File: src/rtl/uart_resp_pkg.sv
// Shared encodings for the UART byte-command responder:
// FSM states, command opcodes and reply bytes.
package uart_resp_pkg;

  typedef enum logic [2:0] {
    IDLE,
    GET_ADDR,
    GET_DATA,
    TX_REQ,
    TX_WAIT
  } state_t;

  localparam logic [7:0] OP_WRITE = 8'h57;
  localparam logic [7:0] OP_READ  = 8'h52;
  localparam logic [7:0] RSP_ACK  = 8'h4B;
  localparam logic [7:0] RSP_NAK  = 8'h3F;

endpackage

File: src/rtl/uart_resp_if.sv
// Receiver/transmitter handshake and status bundle between the UART core
// and the command responder.
interface uart_resp_if;

  logic       rxDone;
  logic       rxErr;
  logic [7:0] rxData;
  logic       txBusy;
  logic       txDone;
  logic       txStart;
  logic [7:0] txIn;
  logic [7:0] ctrl;
  logic       cmdErr;

  modport master (
    input  rxDone, rxErr, rxData, txBusy, txDone,
    output txStart, txIn, ctrl, cmdErr
  );

  modport slave (
    output rxDone, rxErr, rxData, txBusy, txDone,
    input  txStart, txIn, ctrl, cmdErr
  );

endinterface

File: src/rtl/uart_resp_sync.sv
// Two-flop synchroniser followed by a rising-edge detector; the pulse
// is one clk wide.
module uart_resp_sync (
  input  logic clk,
  input  logic reset,
  input  logic d,
  output logic rise
);

  logic [2:0] sr;

  always_ff @(posedge clk or posedge reset) begin
    if (reset) begin
      sr <= '0;
    end else begin
      sr <= {sr[1:0], d};
    end
  end

  assign rise = sr[1] & ~sr[2];

endmodule

File: src/rtl/uart_cmd_responder.sv
// Byte-command register responder behind a UART core.
// Define UART_RESP_TIMEOUT_EN to abandon stalled partial commands.
module uart_cmd_responder
  import uart_resp_pkg::*;
#(
  parameter int ADDR_W         = 4,
  parameter int TIMEOUT_CYCLES = 1000000
) (
  input logic       clk,
  input logic       reset,
  uart_resp_if.master bus
);

  localparam int DEPTH = 2 ** ADDR_W;

  logic rx_rise;
  logic err_rise;
  logic busy_rise;
  logic done_rise;
  logic rx_any;

  uart_resp_sync u_sync_rx (
    .clk(clk), .reset(reset), .d(bus.rxDone), .rise(rx_rise)
  );
  uart_resp_sync u_sync_err (
    .clk(clk), .reset(reset), .d(bus.rxErr), .rise(err_rise)
  );
  uart_resp_sync u_sync_busy (
    .clk(clk), .reset(reset), .d(bus.txBusy), .rise(busy_rise)
  );
  uart_resp_sync u_sync_done (
    .clk(clk), .reset(reset), .d(bus.txDone), .rise(done_rise)
  );

  assign rx_any = rx_rise | err_rise;

  state_t            state, state_n;
  logic              is_wr, is_wr_n;
  logic [ADDR_W-1:0] addr, addr_n;
  logic [7:0]        tx_byte, tx_byte_n;
  logic              err, err_n;
  logic              we;
  logic              timeout;
  logic [7:0]        regs [DEPTH];

`ifdef UART_RESP_TIMEOUT_EN
  localparam int CW = $clog2(TIMEOUT_CYCLES + 1);

  logic [CW-1:0] tmo_cnt;

  assign timeout = (tmo_cnt == CW'(TIMEOUT_CYCLES));

  always_ff @(posedge clk or posedge reset) begin
    if (reset) begin
      tmo_cnt <= '0;
    end else if ((state != GET_ADDR && state != GET_DATA)
                 || rx_any || timeout) begin
      tmo_cnt <= '0;
    end else begin
      tmo_cnt <= tmo_cnt + 1'b1;
    end
  end
`else
  assign timeout = 1'b0;
`endif

  always_comb begin
    state_n   = state;
    is_wr_n   = is_wr;
    addr_n    = addr;
    tx_byte_n = tx_byte;
    err_n     = 1'b0;
    we        = 1'b0;
    unique case (state)
      IDLE: begin
        if (err_rise) begin
          state_n   = TX_REQ;
          tx_byte_n = RSP_NAK;
          err_n     = 1'b1;
        end else if (rx_rise) begin
          if (bus.rxData == OP_WRITE || bus.rxData == OP_READ) begin
            state_n = GET_ADDR;
            is_wr_n = (bus.rxData == OP_WRITE);
          end else begin
            state_n   = TX_REQ;
            tx_byte_n = RSP_NAK;
            err_n     = 1'b1;
          end
        end
      end
      GET_ADDR: begin
        if (err_rise) begin
          state_n   = TX_REQ;
          tx_byte_n = RSP_NAK;
          err_n     = 1'b1;
        end else if (rx_rise) begin
          addr_n = bus.rxData[ADDR_W-1:0];
          if (is_wr) begin
            state_n = GET_DATA;
          end else begin
            state_n   = TX_REQ;
            tx_byte_n = regs[bus.rxData[ADDR_W-1:0]];
          end
        end else if (timeout) begin
          state_n = IDLE;
        end
      end
      GET_DATA: begin
        if (err_rise) begin
          state_n   = TX_REQ;
          tx_byte_n = RSP_NAK;
          err_n     = 1'b1;
        end else if (rx_rise) begin
          we        = 1'b1;
          state_n   = TX_REQ;
          tx_byte_n = RSP_ACK;
        end else if (timeout) begin
          state_n = IDLE;
        end
      end
      TX_REQ: begin
        // Bytes arriving while a reply is pending are dropped and flagged
        err_n = rx_any;
        if (busy_rise) begin
          state_n = TX_WAIT;
        end
      end
      TX_WAIT: begin
        err_n = rx_any;
        if (done_rise) begin
          state_n = IDLE;
        end
      end
      default: state_n = IDLE;
    endcase
  end

  always_ff @(posedge clk or posedge reset) begin
    if (reset) begin
      state   <= IDLE;
      is_wr   <= 1'b0;
      addr    <= '0;
      tx_byte <= '0;
      err     <= 1'b0;
    end else begin
      state   <= state_n;
      is_wr   <= is_wr_n;
      addr    <= addr_n;
      tx_byte <= tx_byte_n;
      err     <= err_n;
    end
  end

  always_ff @(posedge clk or posedge reset) begin
    if (reset) begin
      for (int i = 0; i < DEPTH; i++) begin
        regs[i] <= '0;
      end
    end else if (we) begin
      regs[addr] <= bus.rxData;
    end
  end

  assign bus.txStart = (state == TX_REQ);
  assign bus.txIn    = tx_byte;
  assign bus.ctrl    = regs[0];
  assign bus.cmdErr  = err;

endmodule
File: src/flat_wrapper.sv
// flat-port wrapper written by rule: the top's interface ports become plain ports
module uart_cmd_responder_flat import uart_resp_pkg::*;
#(
  parameter int ADDR_W         = 4,
  parameter int TIMEOUT_CYCLES = 1000000
)
  (clk, reset, bus_rxDone, bus_rxErr, bus_rxData, bus_txBusy, bus_txDone, bus_txStart, bus_txIn, bus_ctrl, bus_cmdErr);
  uart_resp_if bus_i ();
  input logic clk;
  input logic reset;
  input wire logic [$bits(bus_i.rxDone)-1:0] bus_rxDone;
  input wire logic [$bits(bus_i.rxErr)-1:0] bus_rxErr;
  input wire logic [$bits(bus_i.rxData)-1:0] bus_rxData;
  input wire logic [$bits(bus_i.txBusy)-1:0] bus_txBusy;
  input wire logic [$bits(bus_i.txDone)-1:0] bus_txDone;
  output wire logic [$bits(bus_i.txStart)-1:0] bus_txStart;
  output wire logic [$bits(bus_i.txIn)-1:0] bus_txIn;
  output wire logic [$bits(bus_i.ctrl)-1:0] bus_ctrl;
  output wire logic [$bits(bus_i.cmdErr)-1:0] bus_cmdErr;
  assign bus_i.rxDone = bus_rxDone;
  assign bus_i.rxErr = bus_rxErr;
  assign bus_i.rxData = bus_rxData;
  assign bus_i.txBusy = bus_txBusy;
  assign bus_i.txDone = bus_txDone;
  assign bus_txStart = bus_i.txStart;
  assign bus_txIn = bus_i.txIn;
  assign bus_ctrl = bus_i.ctrl;
  assign bus_cmdErr = bus_i.cmdErr;
  uart_cmd_responder #(.ADDR_W(ADDR_W), .TIMEOUT_CYCLES(TIMEOUT_CYCLES)) u_core (.clk(clk), .reset(reset), .bus(bus_i));
endmodule
File: config.mk
export PLATFORM = sky130hd
export DESIGN_NAME = uart_cmd_responder_flat
export DESIGN_NICKNAME = d
export VERILOG_FILES = /design/src/rtl/uart_resp_pkg.sv /design/src/rtl/uart_resp_if.sv /design/src/rtl/uart_resp_sync.sv /design/src/rtl/uart_cmd_responder.sv /design/src/flat_wrapper.sv
export SDC_FILE = /design/constraint.sdc
export NUM_CORES = 1
export LEC_CHECK = 0
export BUFFER_PORTS_ARGS = -buffer_cell sky130_fd_sc_hd__buf_2
export CAP_MARGIN = 20
export CORE_ASPECT_RATIO = 2
export CORE_UTILIZATION = 61
export CTS_CLUSTER_DIAMETER = 40
export CTS_CLUSTER_SIZE = 28
export DETAILED_ROUTE_END_ITERATION = 8
export PLACE_DENSITY = 0.79
export SYNTH_ARGS = -nofsm -noshare
export SYNTH_HDL_FRONTEND = slang
export SYNTH_HIERARCHICAL = 1
export SYNTH_SLANG_ARGS = --single-unit
File: constraint.sdc
create_clock -name clk -period 7 [get_ports clk]
set_input_delay 1.4 -clock clk [delete_from_list [all_inputs] [get_ports clk]]
set_output_delay 1.4 -clock clk [all_outputs]
set_load 0.05 [all_outputs]
==> impl_metrics.csv <==
group,metric,value,unit
outcome,status,"completed",
critical_path,crit_fanout,64,
pwr,p_leak,3.61,nW
floorplan,start_util,0.633,
pwr,combPwrFrac,0.282,
sta,rsz0062_at_grt,"no",
routing,wl_per_cell,23.7,microns
pwr,p_sw_frac,0.317,
floorplan,pin_count,32,
sta,max_slew_margin,0.239,
placed_design,gp_congestion,0.807,
routing,vias,4363,
pwr,clockPowerShare,0.257,
placed_design,numPlacedInstances,642,
critical_path,timing.rr.end,"u_core/regs[68]",
final_layout,instances_no_fill,676,
synthesis,yosysWarnings,6,
sta,worst_pin_slew,1.14,ns
critical_path,r2r_slack,4.36,ns
critical_path,worst-setup-path-type,"primary input to register",
critical_path,r2r_cells,4,
final_layout,fin_nets,535,
critical_path,slowest_delay,0.72,ns
final_layout,finalInstanceArea,7980,sq um
sta,hold_ws,0.348,ns
sta,hold_viol,0,
synthesis,synthTopCellsByArea,"dfrtp_1 54%, mux2_2 21%, mux4_2 6.2%, mux2i_1 4.2%, buf_4 1.0%",
pwr,p_switching,1.07,mW
sta,fin_crit_sh,0.437,
clock_tree,cts_resized,0,
floorplan,num_rows,55,
synthesis,synth_area_per_cell,14.2,sq um
routing,ant_nets,0,
final_layout,nFillCells,805,
floorplan,die_x,79.0,microns
synthesis,ys_seq_area_frac,0.544,
clock_tree,postCtsHoldBufs,0,
sta,maxSlewViolCount,0,
critical_path,cp.arrival,3.35,ns
global_route,grt_pass1_vias,4800,
clock_tree,clock-sinks,157,
worst_hold_path,hold_depth,0,
clock_tree,postCtsSetupRepairBufs,0,
synthesis,synth_edf_count,0,
clock_tree,cts_max_path_buffers,2,
global_route,grt_pass1_wl,25800,microns
sta,setup_tns,0,ns
synthesis,ys.flop_type,"dfrtp_1",
synthesis,synth.ff_latch_count,157,
pwr,p_per_area,423,nW/um^2
sta,max_freq,0.327,GHz
worst_hold_path,hold_end,"u_core/u_sync_rx/sr[1]",
routing,first_pass_iters,6,
final_layout,fin_util,0.699,
worst_hold_path,min_from,"u_core/u_sync_rx/sr[0]",
synthesis,syn_inst,508,
critical_path,slowest_stage,"buf_4",
clock_tree,cts.clk_slew.worst_paths,0.06,ns
synthesis,async_flop_share,1.00,
placed_design,portBuffers,31,
critical_path,timing.rr.start,"u_core/state[1]",
job,cap_viol_max_count,0,
final_layout,drive_above_1_share,0.438,
synthesis,synthesis.nets,522,
critical_path,start_kind,"primary input",
pwr,seqPwrFrac,0.461,
synthesis,ys_types,46,
global_route,grt_usage,0.289,
sta,skew,0.0105,ns
clock_tree,clock_latency,0.42,ns
global_route,grt_start_max_net_pins,91,
final_layout,area_growth,10.5,%
clock_tree,numCtsBuffers,17,
pwr,p_int,2.31,mW
placed_design,hpwl,10000,microns
floorplan,core,11400,sq um
routing,drt_iter0_markers,307,
clock_tree,cts_tree,"built",
synthesis,synth_top_area_frac,0.544,
critical_path,endpoint_kind,"register",
clock_tree,htreeDepth,4,
placed_design,placed_area,7380,sq um
global_route,antenna_found_initial,0,
worst_hold_path,hp-class,"register to register",
sta,finalSetupViolCount,0,
final_layout,n_antenna_cell,0,
critical_path,cp_cell_sequence,"buf_4 > mux4_2 > mux2i_1 > nor2_1 > o32a_1",
routing,routed_wl,16000,microns
critical_path,required,7.29,ns
sta,layout_min_cycle_time,3.06,ns
routing,vias_per_cell,6.45,
synthesis,yosysTopAreaCell,"dfrtp_1",
pwr,ir_drop,0.000298,V
floorplan,die_area,12300,sq um
global_route,gr-total-overflow,0,
routing,drc_errors,0,
floorplan,die_h,156,microns
clock_tree,root_buffer,"clkbuf_16",
synthesis,netlist_area,7230,sq um
## power by group through the flow
| stage | Combinational [mW] | Clock (mW) | Sequential [mW] |
|---|---|---|---|
| floorplan | 0.805 | 0 | 1.50 |
| global placement | 0.909 | 0 | 1.53 |
| detailed placement | 0.945 | 0 | 1.56 |
| CTS | 0.954 | 0.885 | 1.55 |
| global route | 1.03 | 0.919 | 1.60 |
| finish | 0.953 | 0.869 | 1.56 |
## worst max-delay path, delay by kind of cell
family	cells	cell delay, ns
AO/OA/AOI/OAI	1	0.35
buffers and inverters	1	0.72
multiplexers	2	0.76
AND/OR/NAND/NOR	1	0.07
## how the worst max path moves through the flow
stage / cells after the start / from / end / slack [ns]
after floorplan: 1 / reset / u_core/addr[0] / 1.71
after global placement: 5 / bus_rxData[0] / u_core/bus.txIn[0] / 3.52
after detailed placement: 5 / bus_rxData[0] / u_core/bus.txIn[3] / 3.52
after CTS: 5 / bus_rxData[0] / u_core/bus.txIn[6] / 3.95
after global routing: 5 / bus_rxData[0] / u_core/bus.txIn[1] / 3.78
final: 5 / bus_rxData[0] / u_core/bus.txIn[1] / 3.94
## registers in the layout, summed over array words and instances (netlist names)
signal and flops:
u_core/is_wr 1, u_core/bus.ctrl 8, u_core/u_sync_rx/sr 3, u_core/bus.txIn 8, u_core/u_sync_err/sr 3, u_core/regs 120
u_core/u_sync_done/sr 3, u_core/bus.cmdErr 1, u_core/state 3, u_core/addr 4, u_core/u_sync_busy/sr 3
## area by class of cell
| type | instances | area (sq um) | share of cell area |
|---|---|---|---|
| Timing Repair Buffer | 35 | 211 | 0.0265 |
| Multi-Input combinational cell | 299 | 3060 | 0.383 |
| Sequential cell | 157 | 3930 | 0.492 |
| Inverter | 11 | 46.3 | 0.00580 |
| Tap cell | 142 | 178 | 0.0223 |
| Clock buffer | 18 | 429 | 0.0538 |
| Clock inverter | 14 | 133 | 0.0166 |
## cell usage in the layout, fill, tap and decap left out, drive strengths merged, types with 2 or more instances in the layout
master    instances
dfrtp           157
mux2            135
buf              35
mux2i            30
mux4             20
clkbuf           18
nor2             18
inv              17
nand3            14
nor2b             8
nand2             7
nand2b            6
o32a              6
a22oi             6
clkinvlp          5
o21ai             4
and3              4
a21oi             4
nand4b            3
or3               3
and4              3
nor3b             3
clkinv            2
nand4             2
a41o              2
o22ai             2
a22o              2
a21boi            2
a31oi             2
## per-layer routing
metal / wire (microns) / global-route usage
met5: 0 / 0
met3: 739 / 0.0608
met1: 5870 / 0.332
met4: 619 / 0.145
met2: 8800 / 0.502
## synthesized netlist by cell type, types with 4 or more instances
cell / instances
inv_1: 11
nor2b_4: 4
nor2_1: 15
nand3_1: 13
buf_1: 4
clkbuf_1: 20
buf_2: 7
buf_4: 10
dfrtp_1: 157
nand2b_1: 6
a22oi_1: 6
o21ai_0: 4
and3_1: 4
mux2_2: 135
a21oi_1: 4
nand2_1: 7
mux4_2: 20
o32a_1: 6
nor2b_1: 4
mux2i_1: 30
## metrics by stage
stage | total power, mW | setup WS [ns]
2_1_floorplan | 2.31 | 1.71
3_3_place_gp | 2.44 | 3.52
3_5_place_dp | 2.51 | 3.52
4_1_cts | 3.39 | 3.95
5_1_grt | 3.55 | 3.78
6_report | 3.38 | 3.94
## logic make-up after synthesis
group,count (synthesis),synth area share
mux,185,0.314
flops,157,0.544
simple gates,78,0.0706
buf+inv,52,0.0334
compound gates,35,0.0367
xor+xnor,1,0.00121
No activity file was read; power rests on OpenSTA's default activity.
